### src/rtl/wire_ops_pkg.sv
// Shared types and constants for the WireOps self-checking driver.
package wire_ops_pkg;

  typedef enum logic [1:0] {
    IDLE  = 2'd0,
    RUN   = 2'd1,
    DRAIN = 2'd2,
    DONE  = 2'd3
  } state_t;

  // Fibonacci taps at bits 15, 13, 12, 10
  localparam logic [15:0] LFSR_TAPS    = 16'hB400;
  localparam logic [15:0] DEFAULT_SEED = 16'hACE1;
  localparam logic [15:0] NO_ERR_IDX   = 16'hFFFF;

  function automatic logic [15:0] lfsr_next(input logic [15:0] l);
    return {l[14:0], ^(l & LFSR_TAPS)};
  endfunction

endpackage

### src/rtl/lfsr16.sv
// 16-bit left-shifting Fibonacci LFSR with synchronous load and advance.
module lfsr16
  import wire_ops_pkg::*;
(
  input  logic        sys_clk,
  input  logic        sys_rst,
  input  logic        load,
  input  logic [15:0] seed,
  input  logic        adv,
  output logic [15:0] q
);

  always_ff @(posedge sys_clk) begin
    if (sys_rst)   q <= 16'h0001;
    else if (load) q <= seed;
    else if (adv)  q <= lfsr_next(q);
  end

endmodule

### src/rtl/wire_ops_driver.sv
// Pseudo-random stimulus generator and one-cycle-delayed checker for WireOps.
module wire_ops_driver
  import wire_ops_pkg::*;
#(
  parameter int          WIDTH = 8,
  parameter logic [15:0] SEED  = DEFAULT_SEED
) (
  input  logic             sys_clk,
  input  logic             sys_rst,
  input  logic             start,
  input  logic [15:0]      count,
  output logic [WIDTH-1:0] a,
  output logic [WIDTH-1:0] b,
  output logic             sel,
  input  logic [WIDTH-1:0] y,
  output logic             busy,
  output logic             done,
  output logic             pass,
  output logic [15:0]      err_count,
  output logic [15:0]      first_err_idx
);

  // an all-zero seed would lock the LFSR
  localparam logic [15:0] SEED_EFF = (SEED == 16'h0000) ? 16'h0001 : SEED;

  state_t           state, state_nxt;
  logic [15:0]      lfsr_q;
  logic [15:0]      remaining;
  logic [15:0]      idx;
  logic [WIDTH-1:0] exp_q;
  logic             exp_vld_q;
  logic [15:0]      exp_idx_q;
  logic             accept;
  logic             run;

  lfsr16 u_lfsr (
    .sys_clk (sys_clk),
    .sys_rst (sys_rst),
    .load    (accept && (count != 16'd0)),
    .seed    (SEED_EFF),
    .adv     (run),
    .q       (lfsr_q)
  );

  always_ff @(posedge sys_clk) begin
    if (sys_rst) state <= IDLE;
    else         state <= state_nxt;
  end

  always_comb begin
    state_nxt = state;
    accept    = 1'b0;
    case (state)
      IDLE, DONE: begin
        if (start) begin
          accept    = 1'b1;
          state_nxt = (count == 16'd0) ? DONE : RUN;
        end
      end
      RUN:     if (remaining == 16'd1) state_nxt = DRAIN;
      DRAIN:   state_nxt = DONE;
      default: state_nxt = IDLE;
    endcase
    run  = (state == RUN);
    a    = run ? lfsr_q[WIDTH-1:0]       : '0;
    b    = run ? lfsr_q[2*WIDTH-1:WIDTH] : '0;
    sel  = run ? lfsr_q[0]               : 1'b0;
    busy = run || (state == DRAIN);
    done = (state == DONE);
    pass = done && (err_count == 16'd0);
  end

  always_ff @(posedge sys_clk) begin
    if (sys_rst) begin
      remaining     <= 16'd0;
      idx           <= 16'd0;
      exp_q         <= '0;
      exp_vld_q     <= 1'b0;
      exp_idx_q     <= 16'd0;
      err_count     <= 16'd0;
      first_err_idx <= NO_ERR_IDX;
    end else begin
      exp_vld_q <= run;
      if (run) begin
        exp_q     <= sel ? (a & b) : (a ^ b);
        exp_idx_q <= idx;
        idx       <= idx + 16'd1;
        remaining <= remaining - 16'd1;
      end
      if (accept) begin
        remaining     <= count;
        idx           <= 16'd0;
        err_count     <= 16'd0;
        first_err_idx <= NO_ERR_IDX;
      end else if (exp_vld_q && (y != exp_q)) begin
        if (err_count != 16'hFFFF)       err_count     <= err_count + 16'd1;
        if (first_err_idx == NO_ERR_IDX) first_err_idx <= exp_idx_q;
      end
    end
  end

endmodule

### config.mk
export PLATFORM = sky130hd
export DESIGN_NAME = wire_ops_driver
export DESIGN_NICKNAME = d
export VERILOG_FILES = /design/src/rtl/wire_ops_pkg.sv /design/src/rtl/lfsr16.sv /design/src/rtl/wire_ops_driver.sv
export SDC_FILE = /design/constraint.sdc
export NUM_CORES = 1
export LEC_CHECK = 0
export CAP_MARGIN = 20
export CORE_MARGIN = 8
export CORE_UTILIZATION = 36
export CTS_CLUSTER_DIAMETER = 40
export DETAILED_ROUTE_END_ITERATION = 10
export SKIP_LAST_GASP = 1
export SYNTH_ARGS = -nofsm -noshare
export SYNTH_HDL_FRONTEND = slang
export SYNTH_SLANG_ARGS = --single-unit
export TNS_END_PERCENT = 10
### constraint.sdc
create_clock -name sys_clk -period 1.9 [get_ports sys_clk]
set_input_delay 0.285 -clock sys_clk [delete_from_list [all_inputs] [get_ports sys_clk]]
set_output_delay 0.285 -clock sys_clk [all_outputs]
set_load 0.02 [all_outputs]
==> impl_metrics.py <==
metrics = {
    "floorplanning": {
        "die_area_um2": 17400,
        "core_um2": 13200,
        "die_y_um": 132,
        "ioPinCount": 79,
        "start_util_pct": 36.7,
        "fp-row-count": 42,
        "die_w_um": 132,
    },
    "worst_setup_path": {
        "reg2regPathDepth": 6,
        "cp.arrival_ns": 1.87,
        "r2r_slack_ns": 0.03,
        "rr_endpoint": "remaining[14]$_SDFFE_PP0P_",
        "crit_path_start_kind": "register",
        "r2r_start": "state[1]$_SDFFE_PP0P_",
        "end_kind": "output pin",
        "critPathKind": "reg -> out",
        "cp_max_fo": 20,
        "critPathRequiredTime_ns": 1.62,
    },
    "job": {
        "timing.max_cap.violations": 0,
    },
    "layout": {
        "n_antenna_cell": 0,
        "layout-drive-gt1-share_pct": 14.3,
        "final_nets": 708,
        "area_growth_pct": 34.9,
        "final_cells": 847,
        "fillers": 1235,
    },
    "timing": {
        "period_share_pct": 113,
        "setup-tns-final_ns": -1.34,
        "finalWorstSetupSlack_ns": -0.254,
        "hold_viol_final": 0,
        "finalClockSkew_ns": 0.0138,
        "rsz0062_at_grt": "yes",
        "timing.fmax_ghz": 0.464,
        "drv_slew": 0,
        "worstMarginPinSlew_ns": 0.423,
        "slew_headroom_pct": 71.5,
        "setup_viol_count_final": 10,
        "fin_crit_ns": 2.15,
    },
    "synth": {
        "synth_cells": 542,
        "syn_avg_cell_area_um2": 8.94,
        "synth_nets": 584,
        "ys_warn_count": 0,
        "synth-seq-cells": 107,
        "synth_top_area_share_pct": 44.2,
        "synth_area_leaders": "dfxtp_1 44%, mux2i_1 5.8%, nor2_1 5.4%",
        "seq_area_frac_synth_pct": 44.2,
        "synth_flop_cell": "dfxtp_1",
        "synth_top_area_cell": "dfxtp_1",
        "synth_cell_types": 46,
        "synth_commonest_cells": "107 x dfxtp_1, 70 x nor2_1, 45 x nand2_1, 36 x a21oi_1, 29 x xnor2_1",
        "syn_area_um2": 4840,
        "async_flop_share_pct": 0,
        "synth_most_common_cell": "dfxtp_1",
        "synth-edff-count": 0,
    },
    "outcome": {
        "status": "complete, but fails checks",
        "violations": "setup timing",
    },
    "cts": {
        "clk_latency_ns": 0.36,
        "cts_sinks": 107,
        "tritoncts": "done",
        "ctsHoldBuffers": 0,
        "ctsRootBufferMaster": "clkbuf_16",
        "cts_buffers": 9,
        "clk_path_buf_depth": 2,
        "post-cts-setup-buffers": 0,
        "cts_max_level": 3,
        "path_clk_slew_ns": 0.08,
    },
    "hold_path": {
        "min_path_type": "in -> reg",
        "holdCritStartpoint": "sys_rst",
        "hold_path_depth": 4,
        "hold_end": "err_count[6]$_SDFFE_PP0P_",
    },
    "pwr": {
        "cellPowerDensity_nw_per_um2": 1330,
        "ir_worst_vdd_v": 0.000770,
        "leakagePower_nw": 2.59,
    },
    "placed_design": {
        "place_congestion": 0.792,
        "port_buffers": 78,
        "dp_cells": 831,
        "dp_hpwl_um": 9580,
    },
    "routing": {
        "ant_nets": 0,
        "wl_um": 12600,
        "drc": 0,
        "viasPerCell": 5.09,
        "first_pass_iters": 4,
        "drt-initial-drc-count": 223,
        "vias": 4310,
        "wl_per_cell_um": 14.9,
    },
    "global_route": {
        "grt_overflow": 0,
        "grt_pass1_wl_um": 21500,
        "grt_max_degree": 28,
        "grt_pass1_vias": 4382,
        "grt_use_total_pct": 14.8,
        "antenna_found_initial": 0,
    },
}
cell families (layout without fill, tap and decap cells):
| kind of cell | Yosys count | count (layout) | synth area share (%) |
|---|---|---|---|
| mux | 28 | 28 | 5.79 |
| flops | 107 | 107 | 44.2 |
| simple gates | 216 | 216 | 23.3 |
| fa+ha+maj | 15 | 15 | 3.87 |
| compound gates | 99 | 99 | 12.7 |
| buf+inv | 40 | 169 | 3.41 |
| xor+xnor | 37 | 37 | 6.69 |
routing by layer:
layer / vias to the layer above / part of all wire [%] / global-route usage [%]
met4: 0 / 1.5 / 4.53
met5: - / 0 / 0
met1: 2043 / 45 / 17.1
met3: 13 / 4.2 / 4.84
li1: 2172 / - / -
met2: 82 / 49 / 25.5
timing repair:
action,CTS,global route
endpoints found under the setup margin,29,44
cloned,0,0
gates resized for setup,14,5
layout make-up:
cell class,instances,area [µm²],area share [%]
multi-input combinational,395,2560,39.2
inverter,12,45.0,0.689
timing repair buffer,141,1250,19.2
clock buffer,9,225,3.45
sequential,107,2140,32.8
tap,176,220,3.37
clock inverter,7,87.6,1.34
power breakdown:
part	total (W)	internal [W]	switching, W
registers	0.00310	0.00268	0.000418
logic	0.00360	0.00166	0.00194
clock network	0.00197	0.00106	0.000912
total	0.00868	0.00541	0.00327
critical path, cell delays in order, from the launching register on:
cell and delay (ns):
dfxtp_1 0.33, inv_1 0.11, ha_4 0.26, and2_1 0.20, clkdlybuf4s50_1 0.62
worst max path at each step:
stage	slack, ns	endpoint	cells past startpoint	from
after floorplan	0.05	exp_q[7]$_SDFFE_PP0P_	7	state[0]$_SDFFE_PP0P_
after global placement	-0.10	err_count[7]$_SDFFE_PP0P_	7	y[3]
after detailed placement	-0.16	err_count[7]$_SDFFE_PP0P_	7	y[4]
after CTS	-0.27	a[3]	4	state[1]$_SDFFE_PP0P_
after global routing	-0.35	a[3]	4	state[1]$_SDFFE_PP0P_
final	-0.25	a[6]	4	state[1]$_SDFFE_PP0P_
per-stage QoR:
step | setup slack (ns) | power, W | area, µm² | hold WS (ns) | util, %
after floorplan | 0.0549 | 0.00532 | 4850 | 0.441 | -
after global placement | -0.101 | 0.00672 | 6210 | 0.453 | 47.1
after detailed placement | -0.157 | 0.00681 | 6210 | 0.456 | 47.1
after CTS | -0.268 | 0.00878 | 6530 | 0.274 | 49.5
after global routing | -0.348 | 0.00925 | 6530 | 0.307 | 49.5
final | -0.254 | 0.00868 | 6530 | 0.288 | 49.5
layout by cell type (no fill, tap or decap), types with 3 or more instances in the layout:
cell type,instances
o21ai_1,3
and2_1,16
nand2b_1,6
nor3_1,6
clkdlybuf4s50_1,63
and3_1,6
xnor2_1,29
a211oi_1,18
mux2i_1,28
nand3_1,12
ha_1,14
inv_6,4
a21oi_1,35
nand4_1,13
nor2_1,70
clkbuf_16,9
nor4_1,10
or3_1,4
dlymetal6s2s_1,3
inv_1,11
buf_4,62
and4_1,6
xor2_1,8
or4_1,8
nor3_2,3
nand2_1,45
o31ai_1,6
dfxtp_1,107
a311oi_1,4
dlygate4sd2_1,9
o211ai_1,3
o21ai_0,20
state kept, by name, indices dropped and copies added (netlist names):
signal and count:
u_lfsr.q 16, err_count 16, exp_q 8, exp_vld_q 1
first_err_idx 16, exp_idx_q 16, idx 16, state 2
remaining 16
(Power assumes the default switching activity.)
